--- config.mk ---
export PLATFORM = sky130hd
export DESIGN_NAME = bitty_alu
export DESIGN_NICKNAME = d
export VERILOG_FILES = /design/src/rtl/bitty_alu.sv
export SDC_FILE = /design/constraint.sdc
export NUM_CORES = 1
export LEC_CHECK = 0
export ABC_CLOCK_PERIOD_IN_PS = 6600
export CORE_ASPECT_RATIO = 1.25
export CORE_UTILIZATION = 45
export CTS_CLUSTER_SIZE = 8
export DETAILED_ROUTE_END_ITERATION = 10
export PLACE_DENSITY = 0.68
export SYNTH_ARGS = -nofsm -noshare
export SYNTH_HDL_FRONTEND = slang
export SYNTH_SLANG_ARGS = --single-unit
export TNS_END_PERCENT = 30
--- constraint.sdc ---
create_clock -name clk -period 6.6 [get_ports clk]
set_input_delay 1.32 -clock clk [delete_from_list [all_inputs] [get_ports clk]]
set_output_delay 1.32 -clock clk [all_outputs]
set_load 0.1 [all_outputs]
--- src/rtl/bitty_alu.sv ---
// Single-cycle 8-op ALU: combinational alu_out plus an en-strobed result/flag
// register with a one-cycle valid pulse per capture.
module bitty_alu #(
  parameter int WIDTH = 16
) (
  input  logic             clk,
  input  logic             reset,
  input  logic [WIDTH-1:0] in_a,
  input  logic [WIDTH-1:0] in_b,
  input  logic [2:0]       select,
  input  logic             en,
  output logic [WIDTH-1:0] alu_out,
  output logic [WIDTH-1:0] res_q,
  output logic             flag_z,
  output logic             flag_c,
  output logic             flag_n,
  output logic             valid
);

  typedef struct packed {
    logic [WIDTH-1:0] res;
    logic             z;
    logic             c;
    logic             n;
  } res_t;

  logic [WIDTH:0] ext;
  logic           carry;
  res_t           rq;

  // One guard bit carries the arithmetic carry/borrow or the last bit shifted
  // out; oversized shift amounts push everything, guard included, off the end.
  always_comb begin
    ext = '0;
    unique case (select)
      3'd0: ext = {1'b0, in_a} + {1'b0, in_b};
      3'd1: ext = {1'b0, in_a} - {1'b0, in_b};
      3'd2: ext = {1'b0, in_a & in_b};
      3'd3: ext = {1'b0, in_a | in_b};
      3'd4: ext = {1'b0, in_a ^ in_b};
      3'd5: ext = {1'b0, in_a} << in_b;
      3'd6: ext = {in_a, 1'b0} >> in_b;
      3'd7: begin
        if (in_a > in_b)      ext = (WIDTH+1)'(1);
        else if (in_a < in_b) ext = (WIDTH+1)'(2);
        else                  ext = '0;
      end
      default: ext = '0;
    endcase
  end

  always_comb begin
    alu_out = ext[WIDTH-1:0];
    carry   = 1'b0;
    case (select)
      3'd0, 3'd1, 3'd5: begin
        alu_out = ext[WIDTH-1:0];
        carry   = ext[WIDTH];
      end
      3'd6: begin
        alu_out = ext[WIDTH:1];
        carry   = ext[0];
      end
      default: begin
        alu_out = ext[WIDTH-1:0];
        carry   = 1'b0;
      end
    endcase
  end

  always_ff @(posedge clk or posedge reset) begin
    if (reset) begin
      rq    <= '{res: '0, z: 1'b1, c: 1'b0, n: 1'b0};
      valid <= 1'b0;
    end else begin
      valid <= en;
      if (en)
        rq <= '{res: alu_out, z: (alu_out == '0), c: carry, n: alu_out[WIDTH-1]};
    end
  end

  assign res_q  = rq.res;
  assign flag_z = rq.z;
  assign flag_c = rq.c;
  assign flag_n = rq.n;

endmodule

==> results.toml <==
[timing]
clock.fmax_mhz = 156
setup_tns_ns = 0
tightestPinTransition_ns = 0.965
fin_skew_ns = 0
setup_viol = 0
timing.final.max_slew_violations = 0
finalCritPeriodShare_pct = 97.3
finalHoldViolations = 0
period_needed_ns = 6.42
slew-limit-headroom_pct = 34.0
rsz0062_at_grt = "false"

[worst_setup_path]
r2r-start = "res_q[1]"
path_class = "input port to output pin"
crit_slowest_cell = "a2111oi_0"
crit_path_end = "alu_out[10]"
end_kind = "output pin"
path_cells = "clkdlybuf4s50_1 -> inv_1 -> ha_1 -> nor2b_1 -> a2111oi_0 -> nand3b_1 -> a31oi_1 -> xor2_1 -> a211oi_1 -> a21oi_1 -> o22a_1 -> buf_12"
r2r_slack_ns = 5.82
startpoint_type = "input port"
crit_fanout = 8
cpPeakStageDelay_ns = 0.84
critPathLaunch = "in_a[8]"
r2r_cells = 1
worst-endpoint-arrival_ns = 5.10
r2r_end = "res_q[1]"
cp.required_ns = 5.28

[clocking]
ctsHoldBuffers = 0
clock_sinks = 19
cts_setup_buffers = 0
numCtsBuffers = 3
cts_root_buf = "clkbuf_16"
cts_buffer_depth = 2
htree_levels = 1
cts_resized = 0
clkTransAtPathRegs_ns = 0.05
clk_latency_ns = 0.25
cts_tree = "built"

[route]
antenna_left = 0
wl_met1_mm = 9.15
num_vias = 6444
wl_met2_mm = 10.9
dr.pass1.iters = 5
wirelength_mm = 23.8
vias_per_cell = 6.79
initialDrtViolationCount = 624
post_drt_wl_per_cell_um = 25.1
top_layer_used = "met5"
post-route-drc-count = 0
met3WireLength_mm = 2.07

[die]
row_count = 44
dieArea_um2 = 12400
die_w_um = 100
pin_count = 74
die_h_um = 124
core-area_um2 = 11700
start_util_pct = 46.3

[synth]
avgSynthCellArea_um2 = 7.43
ys_seq_area_share_pct = 8.83
ys_seq_elements = 19
synth_cell_type_count = 78
synth_top_area_share_pct = 11.1
synth.area.top_cells = "ha_1 11%, mux4_2 8.8%, dfrtp_1 8.3%, a21oi_1 5.7%, nor2_1 4.8%"
yosysWarningCount = 0
synth.net_count = 815
syn_inst = 727
syn_area_um2 = 5400
ys_top_cells_by_count = "69 x nor2_1, 62 x a21oi_1, 51 x nand2_1"
async_flop_share_pct = 100
synth-edff-count = 0
synth_flop_cell = "dfrtp_1"
yosysTopAreaCell = "ha_1"
yosysMostFrequentCell = "nor2_1"

[min_path]
min_path_type = "register to register"

[layout]
drive_gt1_share_pct = 15.0
area_growth_pct = 22.7
nNetsFinal = 877
fin_util_pct = 56.8
finalNonFillerCells = 949
antennaDiodeCount = 0
multi_input_area_um2 = 4490
register_area_um2 = 477
nFillCells = 1137

[placed_design]
gp_congestion = 1.05
dpl.cell_count = 945
post-dp-hpwl_mm = 18.7
port_buffers = 73

[grt]
antenna_found_initial = 1
grt_pass1_wl_mm = 36.9
track_usage_pct = 38.6
grt_pass1_vias = 6394
grt_max_degree = 47
overflow = 0

[power]
ir_drop_mv = 0.242
p_leak_uw = 0.00278
powerDensity_nw_per_um2 = 164

[run_status]
outcome = "finished clean"

[flow_run]
max-cap-violations = 0
-- cell type report --
type	count	share of cell area, %
Clock inverter	1	0.0755
Timing Repair Buffer	112	17.7
Sequential cell	19	7.20
Multi-Input combinational cell	600	67.8
Clock buffer	3	1.13
Tap cell	161	3.04
Inverter	53	3.00
-- sequential cells by signal (all words and copies together) (netlist names) --
| signal | cells |
|---|---|
| valid | 1 |
| flag_z | 1 |
| res_q | 16 |
| flag_c | 1 |
-- routing by layer --
layer	vias up	global-route usage [%]
met5	-	0
met3	115	5.72
met1	3056	47.5
li1	2849	-
met4	2	23.8
met2	422	62.9
-- placed cells by master (no fill, tap or decap), types with 7 or more instances in the layout --
master,n
a31oi_1,10
nor4_1,7
o22ai_1,12
a22oi_1,8
o21ai_0,42
mux2i_1,24
nor3_1,15
mux4_2,21
ha_1,48
nand3b_1,7
nand3_1,18
buf_4,39
mux2_2,22
buf_12,16
inv_1,50
nor2b_1,12
a21oi_1,62
dfrtp_1,18
clkdlybuf4s50_1,55
nor2_1,69
a211oi_1,10
o211ai_1,14
nand2_1,51
xnor2_1,7
a21o_1,10
-- stage by stage --
step	setup slack, ns	power [uW]	hold WS (ns)	area, um2
2_1_floorplan	0.124	691	0.809	5410
3_3_place_gp	0.338	945	0.489	6540
3_5_place_dp	0.331	952	0.479	6540
4_1_cts	0.306	1080	0.490	6620
5_1_grt	0.00958	1130	0.495	6630
6_report	0.176	1090	0.485	6630
-- worst max-delay path: cells and delay by family --
kind	cells	cell delay, ns
AO/OA/AOI/OAI	5	1.85
buffers and inverters	3	0.78
AND/OR/NAND/NOR	2	0.51
adder cells (fa/ha/maj)	1	0.44
XOR/XNOR	1	0.18
-- worst min path at each step --
stage                   start        end  slack (ns)  cells after the start
finish              res_q[14]  res_q[14]        0.49                      1
global route        res_q[14]  res_q[14]        0.50                      1
CTS                 res_q[14]  res_q[14]        0.49                      1
detailed placement  res_q[14]  res_q[14]        0.48                      1
global placement    res_q[10]  res_q[10]        0.49                      1
floorplan              flag_z     flag_z        0.81                      1
-- logic make-up after synthesis --
group | Yosys count | share of synthesized area, %
compound gates | 250 | 31.0
xor+xnor | 12 | 1.95
fa+ha+maj | 50 | 11.9
buf+inv | 108 | 8.20
flops | 19 | 8.83
mux | 68 | 18.0
simple gates | 220 | 20.2
-- power by group --
| part | internal, uW | total [uW] | switching (uW) | leakage (uW) |
|---|---|---|---|---|
| combinational | 268 | 821 | 552 | 0.00251 |
| clock | 81.1 | 123 | 41.6 | 0.0000409 |
| sequential | 134 | 145 | 10.4 | 0.000231 |
| total | 484 | 1090 | 604 | 0.00278 |
(Power assumes the default switching activity.)
